[config.mk]
export PLATFORM = sky130hd
export DESIGN_NAME = bright_contrast_adj
export DESIGN_NICKNAME = d
export VERILOG_FILES = /design/src/rtl/bright_contrast_adj.sv
export SDC_FILE = /design/constraint.sdc
export NUM_CORES = 2
export LEC_CHECK = 0
export ABC_AREA = 1
export CAP_MARGIN = 20
export CORE_MARGIN = 4
export CORE_UTILIZATION = 35
export CTS_CLUSTER_DIAMETER = 30
export CTS_CLUSTER_SIZE = 24
export DETAILED_ROUTE_END_ITERATION = 10
export SLEW_MARGIN = 0
export SYNTH_ARGS = -nofsm -noshare
export SYNTH_HDL_FRONTEND = slang
export SYNTH_SLANG_ARGS = --single-unit
[constraint.sdc]
create_clock -name clk -period 9.1 [get_ports clk]
set_input_delay 1.365 -clock clk [delete_from_list [all_inputs] [get_ports clk]]
set_output_delay 1.365 -clock clk [all_outputs]
set_load 0.05 [all_outputs]
[src/rtl/bright_contrast_adj.sv]
// bright_contrast_adj: per-channel brightness/contrast adjustment for a video
// stream, 4-cycle fixed latency (subtract, multiply, round+offset, clamp).
//   clk, rst          single clock, synchronous active-high reset
//   contrast_i        unsigned fixed-point gain, COE_FRAC fractional bits
//   brightness_i      signed 16-bit offset added after the gain
//   bypass_i          1 = pixels pass through unmodified
//   di_i/de_i/hs_i/vs_i/dbg_i   input pixel (ch0 in LSBs), controls, tag
//   do_o/de_o/hs_o/vs_o/dbg_o   same, 4 cycles later
//   sat_cnt_o         number of clipped pixels in the previous frame
// Gain/offset/bypass are shadowed and only pick up new inputs on a vs_i
// rising edge, so a frame is always processed with one parameter set.

// Per-channel datapath; stage parameters are supplied already aligned to the
// stage that consumes them.
module bright_contrast_chan #(
  parameter int PIXEL_WIDTH = 8,
  parameter int COE_WIDTH   = 16,
  parameter int COE_FRAC    = 6,
  parameter int PW_P        = PIXEL_WIDTH + COE_WIDTH + 2,
  parameter int YW          = PW_P + 2
) (
  input  logic                       clk,
  input  logic                       rst,
  input  logic [PIXEL_WIDTH-1:0]     x_i,    // raw pixel, enters stage 1
  input  logic [COE_WIDTH-1:0]       c_i,    // gain travelling with stage 1
  input  logic signed [15:0]         b_i,    // offset travelling with stage 2
  input  logic                       byp_i,  // bypass travelling with stage 3
  output logic [PIXEL_WIDTH-1:0]     y_o,
  output logic                       clip_o  // clamp stage is clipping now
);
  localparam int MID    = 2**(PIXEL_WIDTH-1);
  localparam int MAXV   = 2**PIXEL_WIDTH - 1;
  localparam int HSH    = (COE_FRAC > 0) ? COE_FRAC - 1 : 0;
  localparam int HALF_I = (COE_FRAC > 0) ? 2**HSH : 0;

  logic [PIXEL_WIDTH-1:0]     r_x1, r_x2, r_x3, r_out;
  logic signed [PIXEL_WIDTH:0] r_d;
  logic signed [PW_P-1:0]     r_p, w_p;
  logic signed [YW-1:0]       r_y, w_q, w_y;
  logic                       w_lo, w_hi;

  // Operands sign-extended to the full product width so the product of the
  // largest gain and the most negative centred pixel cannot overflow.
  assign w_p = PW_P'(r_d) * PW_P'($signed({1'b0, c_i}));
  // Round half up, then re-centre and apply the offset at full width.
  assign w_q = (YW'(r_p) + YW'(HALF_I)) >>> COE_FRAC;
  assign w_y = w_q + YW'(MID) + YW'(b_i);

  assign w_lo   = r_y[YW-1];
  assign w_hi   = ~w_lo & (r_y > YW'(MAXV));
  assign clip_o = w_lo | w_hi;
  assign y_o    = r_out;

  always_ff @(posedge clk) begin
    if (rst) begin
      r_x1  <= '0;
      r_x2  <= '0;
      r_x3  <= '0;
      r_d   <= '0;
      r_p   <= '0;
      r_y   <= '0;
      r_out <= '0;
    end else begin
      r_x1  <= x_i;
      r_d   <= $signed({1'b0, x_i}) - (PIXEL_WIDTH+1)'(MID);
      r_x2  <= r_x1;
      r_p   <= w_p;
      r_x3  <= r_x2;
      r_y   <= w_y;
      if (byp_i)     r_out <= r_x3;
      else if (w_lo) r_out <= '0;
      else if (w_hi) r_out <= PIXEL_WIDTH'(MAXV);
      else           r_out <= r_y[PIXEL_WIDTH-1:0];
    end
  end
endmodule

module bright_contrast_adj #(
  parameter int PIXEL_WIDTH  = 8,
  parameter int CH_COUNT     = 3,
  parameter int COE_FRAC     = 6,
  parameter int COE_WIDTH    = 16,
  parameter int DBG_WIDTH    = 16,
  parameter int SATCNT_WIDTH = 24
) (
  input  logic                            clk,
  input  logic                            rst,
  input  logic [COE_WIDTH-1:0]            contrast_i,
  input  logic signed [15:0]              brightness_i,
  input  logic                            bypass_i,
  input  logic [CH_COUNT*PIXEL_WIDTH-1:0] di_i,
  input  logic                            de_i,
  input  logic                            hs_i,
  input  logic                            vs_i,
  input  logic [DBG_WIDTH-1:0]            dbg_i,
  output logic [CH_COUNT*PIXEL_WIDTH-1:0] do_o,
  output logic                            de_o,
  output logic                            hs_o,
  output logic                            vs_o,
  output logic [DBG_WIDTH-1:0]            dbg_o,
  output logic [SATCNT_WIDTH-1:0]         sat_cnt_o
);
  localparam int PW_P  = PIXEL_WIDTH + COE_WIDTH + 2;
  localparam int YW    = ((PW_P > 17) ? PW_P : 17) + 2;
  localparam int STAGES = 4;
  localparam logic [SATCNT_WIDTH-1:0] CNT_MAX = '1;

  // Active (shadow) parameters and input vs edge detect.
  logic                   r_vs_prev, w_vs_edge;
  logic [COE_WIDTH-1:0]   r_c;
  logic signed [15:0]     r_b;
  logic                   r_byp;

  // Parameters carried alongside the pixel to the stage that uses them.
  logic [COE_WIDTH-1:0]   r_s1_c;
  logic signed [15:0]     r_s1_b, r_s2_b;
  logic                   r_s1_byp, r_s2_byp, r_s3_byp;

  // Control shift registers; index STAGES-1 is the output stage.
  logic [STAGES-1:0]                r_de_pipe, r_hs_pipe, r_vs_pipe;
  logic [STAGES-1:0][DBG_WIDTH-1:0] r_dbg_pipe;

  logic [CH_COUNT-1:0][PIXEL_WIDTH-1:0] w_y;
  logic [CH_COUNT-1:0]                  w_clip;
  logic                                 w_clipped, w_ovs_edge;
  logic [SATCNT_WIDTH-1:0]              r_cnt, r_sat;

  assign w_vs_edge = vs_i & ~r_vs_prev;

  always_ff @(posedge clk) begin
    if (rst) begin
      r_vs_prev <= 1'b0;
      r_c       <= COE_WIDTH'(1) << COE_FRAC;
      r_b       <= '0;
      r_byp     <= 1'b0;
      r_s1_c    <= '0;
      r_s1_b    <= '0;
      r_s2_b    <= '0;
      r_s1_byp  <= 1'b0;
      r_s2_byp  <= 1'b0;
      r_s3_byp  <= 1'b0;
      r_de_pipe <= '0;
      r_hs_pipe <= '0;
      r_vs_pipe <= '0;
      r_dbg_pipe <= '0;
    end else begin
      r_vs_prev <= vs_i;
      // The pixel on the edge cycle is captured with the old values below,
      // since the shadow registers only change at the end of that cycle.
      if (w_vs_edge) begin
        r_c   <= contrast_i;
        r_b   <= brightness_i;
        r_byp <= bypass_i;
      end
      r_s1_c    <= r_c;
      r_s1_b    <= r_b;
      r_s1_byp  <= r_byp;
      r_s2_b    <= r_s1_b;
      r_s2_byp  <= r_s1_byp;
      r_s3_byp  <= r_s2_byp;
      r_de_pipe <= {r_de_pipe[STAGES-2:0], de_i};
      r_hs_pipe <= {r_hs_pipe[STAGES-2:0], hs_i};
      r_vs_pipe <= {r_vs_pipe[STAGES-2:0], vs_i};
      r_dbg_pipe <= {r_dbg_pipe[STAGES-2:0], dbg_i};
    end
  end

  for (genvar g = 0; g < CH_COUNT; g++) begin : g_ch
    bright_contrast_chan #(
      .PIXEL_WIDTH(PIXEL_WIDTH),
      .COE_WIDTH  (COE_WIDTH),
      .COE_FRAC   (COE_FRAC),
      .PW_P       (PW_P),
      .YW         (YW)
    ) u_chan (
      .clk   (clk),
      .rst   (rst),
      .x_i   (di_i[g*PIXEL_WIDTH +: PIXEL_WIDTH]),
      .c_i   (r_s1_c),
      .b_i   (r_s2_b),
      .byp_i (r_s3_byp),
      .y_o   (w_y[g]),
      .clip_o(w_clip[g])
    );
  end

  // Clip statistics are taken at the clamp stage (pipeline index 2) and the
  // frame boundary is the vs edge as it enters the output register.
  assign w_clipped  = r_de_pipe[STAGES-2] & ~r_s3_byp & (|w_clip);
  assign w_ovs_edge = r_vs_pipe[STAGES-2] & ~r_vs_pipe[STAGES-1];

  always_ff @(posedge clk) begin
    if (rst) begin
      r_cnt <= '0;
      r_sat <= '0;
    end else if (w_ovs_edge) begin
      r_sat <= r_cnt;
      r_cnt <= SATCNT_WIDTH'(w_clipped);
    end else if (w_clipped && r_cnt != CNT_MAX) begin
      r_cnt <= r_cnt + 1'b1;
    end
  end

  assign do_o      = w_y;
  assign de_o      = r_de_pipe[STAGES-1];
  assign hs_o      = r_hs_pipe[STAGES-1];
  assign vs_o      = r_vs_pipe[STAGES-1];
  assign dbg_o     = r_dbg_pipe[STAGES-1];
  assign sat_cnt_o = r_sat;
endmodule

==> impl_results.md <==
* Outcome: completed
* Worst hold path depth at 2
* Via count at ~28,000
* Class of the worst hold path: reg -> reg
* RSZ-0062 raised after global routing: false
* Power per Cell Area at 175 mW/mm²
* Sw frac at 0.315
* Worst Hold Slack at about 370 ps
* CP Data Required Time at just under 10,000 ps
* Post-synth top area share at 0.261
* Slew Viols, Final at 0
* Clk sinks at 439
* Initial antenna violation count at 4
* TNS Setup at 0 ps
* Share of layout cells above drive strength 1 at 0.0502
* Cts bufs inserted at 86
* Vias/cell at 4.72
* Synth top cells by count: nand2_1 (947), inv_1 (849), nor2_1 (593), dfxtp_1 (439), ha_1 (325)
* Combinational power share at 0.193
* DPL Wire Length at between 70,000 and 80,000 µm
* First-pass GRT wire length at around 150,000 µm
* Fin. Hold Viols at 0
* Syn_area_per_cell at between 7 and 8 µm²
* Setup CP Type: reg -> reg
* Area contributors post-synth: dfxtp_1 (26%), fa_1 (18%), ha_1 (12%)
* Fill cells at 9,819
* # hold bufs at CTS at 0
* Vias in the first global route at between 20,000 and 30,000
* Skew-Pair Late Insertion Delay at about 650 ps
* VDD IR max at around 0.15 mV
* Gp weighted congestion at approximately 0.91
* Register-to-register setup slack at roughly 3700 ps
* Drt wl/cell at ~16 µm
* Net Count, Synth at between 5,000 and 6,000
* Clk buf depth at 3
* Library cells used by synthesis at 48
* Startpoint types: flop
* Register share of total power at 0.316
* Area grow syn2layout at 17.0%
* Finished Core Util at 0.414
* Clk pwr share at 0.491
* Core footprint at between 0.09 and 0.1 mm²
* Gr usage total at 0.186
* Cells after Synth at about 4,500
* Number of setup buffers added after CTS at 0
* DRT Pass-1 Iters at 6
* CTS tree: yes
* Htree depth at 3
* Post-synth EDFFs at 0
* Most used DFF post-synth: dfxtp_1
* Synth warn at 0
* FF-to-FF Start: r_s1_c[0]$_SDFF_PP0_
* Clock root cell: clkbuf_16
* Die area at slightly above 0.1 mm²
* Slew @ Worst Pin at around 960 ps
* Port bufs at around 140
* Net switching power at 2.17 mW
* Clock skew at around 57 ps
* CP arrival at around 6000 ps
* Min cycle time layout at around 5400 ps
* Slew headroom at 0.362
* Hold EP: r_s2_b[13]$_SDFF_PP0_
* Initial DRC count at between 1,500 and 2,000
* Worst R2R End: g_ch[1].u_chan.r_p[22]$_SDFF_PP0_
* Die width at about 320 µm
* CP Capture Type: flop
* Cell Int Power at about 4.7 mW
* Register area share after synthesis at 0.261
* GRT overflow at 0
* FMAX at approximately 190 MHz
* Count leader, synth: nand2_1
* Leak pwr at 21.0 nW
* DRT Wirelength at roughly 94,000 µm
* Synth Cell Area at about 0.034 mm²
* Period utilisation layout at 0.588
* Maxcap violations at 0
* DIE HEIGHT at 318 µm
* Clock slew at reported path FFs at about 50 ps
* Detail Route Antenna Nets at 0
* Final setup viols at 0
* Num rows at between 100 and 150
* Initial Util at 0.354
* Post-synth ARST share at 0
* CP Max Fanout at 20
* #FFs+latches synth at 439
* Synth area leader: dfxtp_1
* Hold_sp: r_s1_b[13]$_SDFF_PP0_
* Ports at 145
* Post-route DRC at 0
* Worst r2r path cells at 18
* Post-CTS Resized at 0
* # nets final at 5,306
* Largest net degree at the start of global routing at between 100 and 150
[worst max-delay path by stage]
stage,from,endpoint,cells after the start
floorplan,g_ch[0].u_chan.r_d[7]$_SDFF_PP0_,g_ch[0].u_chan.r_p[18]$_SDFF_PP0_,19
global placement,r_s1_c[0]$_SDFF_PP0_,g_ch[1].u_chan.r_p[22]$_SDFF_PP0_,18
detailed placement,r_s1_c[0]$_SDFF_PP0_,g_ch[1].u_chan.r_p[22]$_SDFF_PP0_,18
CTS,r_s1_c[0]$_SDFF_PP0_,g_ch[0].u_chan.r_p[18]$_SDFF_PP0_,18
global route,r_s1_c[0]$_SDFF_PP0_,g_ch[0].u_chan.r_p[18]$_SDFF_PP0_,19
finish,r_s1_c[0]$_SDFF_PP0_,g_ch[1].u_chan.r_p[22]$_SDFF_PP0_,18
[registers in the layout, indices dropped and copies added, names as in the netlist, 24 cells and up]
signal / count
g_ch.u_chan.r_x3: 24
r_dbg_pipe: 48
g_ch.u_chan.r_x2: 24
sat_cnt_o: 24
g_ch.u_chan.r_d: 24
g_ch.u_chan.y_o: 24
r_cnt: 24
g_ch.u_chan.r_p: 63
g_ch.u_chan.r_y: 69
[through the flow]
step / cell area (µm²) / cells / setup slack (ps) / power, mW
floorplan: 33700 / 4518 / 4240 / 3.10
global placement: 36200 / 5779 / 3780 / 3.55
detailed placement: 36200 / 5779 / 3740 / 3.55
CTS: 39400 / 5941 / 3730 / 6.98
global route: 39400 / 5944 / 3320 / 7.26
finish: 39400 / 5944 / 3750 / 6.89
[cells by family after synthesis]
logic type,synth area share
flip-flops,0.261
AND/OR/NAND/NOR,0.217
adder cells (fa/ha/maj),0.299
AO/OA/AOI/OAI,0.0869
XOR/XNOR,0.0187
buffers and inverters,0.118
[power groups by stage]
| stage | Sequential (mW) | Clock [mW] | Combinational, mW |
|---|---|---|---|
| 2_1_floorplan | 2.25 | 0 | 0.851 |
| 4_1_cts | 2.18 | 3.45 | 1.34 |
| 3_5_place_dp | 2.22 | 0 | 1.33 |
| 6_report | 2.18 | 3.39 | 1.33 |
| 5_1_grt | 2.19 | 3.56 | 1.51 |
| 3_3_place_gp | 2.22 | 0 | 1.33 |
[layer usage]
metal	track usage	wire length (µm)	vias up
met5	0	0	-
met1	0.259	44100	13200
li1	-	-	14100
met3	0.0384	5450	145
met4	0.0456	2290	0
met2	0.296	42600	659
[worst max-delay path, stage by stage (launching register included)]
cell     delay (ps)
dfxtp_1         830
inv_1           350
nand2_1         180
fa_1            440
fa_1            550
inv_1            60
fa_1            500
fa_1            590
fa_1            430
ha_1            400
nand2_1          90
nor2_1          160
nand2_1          70
nand3_1         180
nand2_1          70
nand2_1         100
nand2_1          80
a21oi_1         140
nor2_1           60
[cells in the final DEF (no fill, tap or decap), types with 8 or more instances in the layout]
cell type	Yosys	layout
clkbuf_16	0	86
inv_6	0	12
a21oi_1	280	280
nor2_1	593	593
a21oi_2	12	12
bufinv_16	0	12
clkinv_4	0	14
ha_1	325	325
dfxtp_1	439	439
nand2_1	947	947
buf_4	16	33
a21o_1	12	12
nand3_1	120	120
clkdlybuf4s50_1	0	143
o21a_1	25	25
xor2_1	49	49
inv_1	849	849
nand4_1	67	67
fa_1	300	300
xnor2_1	23	23
o31ai_1	8	8
nor3_1	28	28
clkinvlp_4	0	11
o21ai_0	183	183
[area by class of cell]
cell class                 count  area, µm²  area share
multi-input combinational   3042      20900       0.531
sequential                   439       8790       0.223
inverter                     856       3220      0.0816
clock buffer                  96       2250      0.0571
timing repair buffer         178       1710      0.0434
tap                         1265       1580      0.0402
clock inverter                66        937      0.0238
antenna                        2       5.00    0.000127
Note: power is estimated with default switching activity, not from simulation.
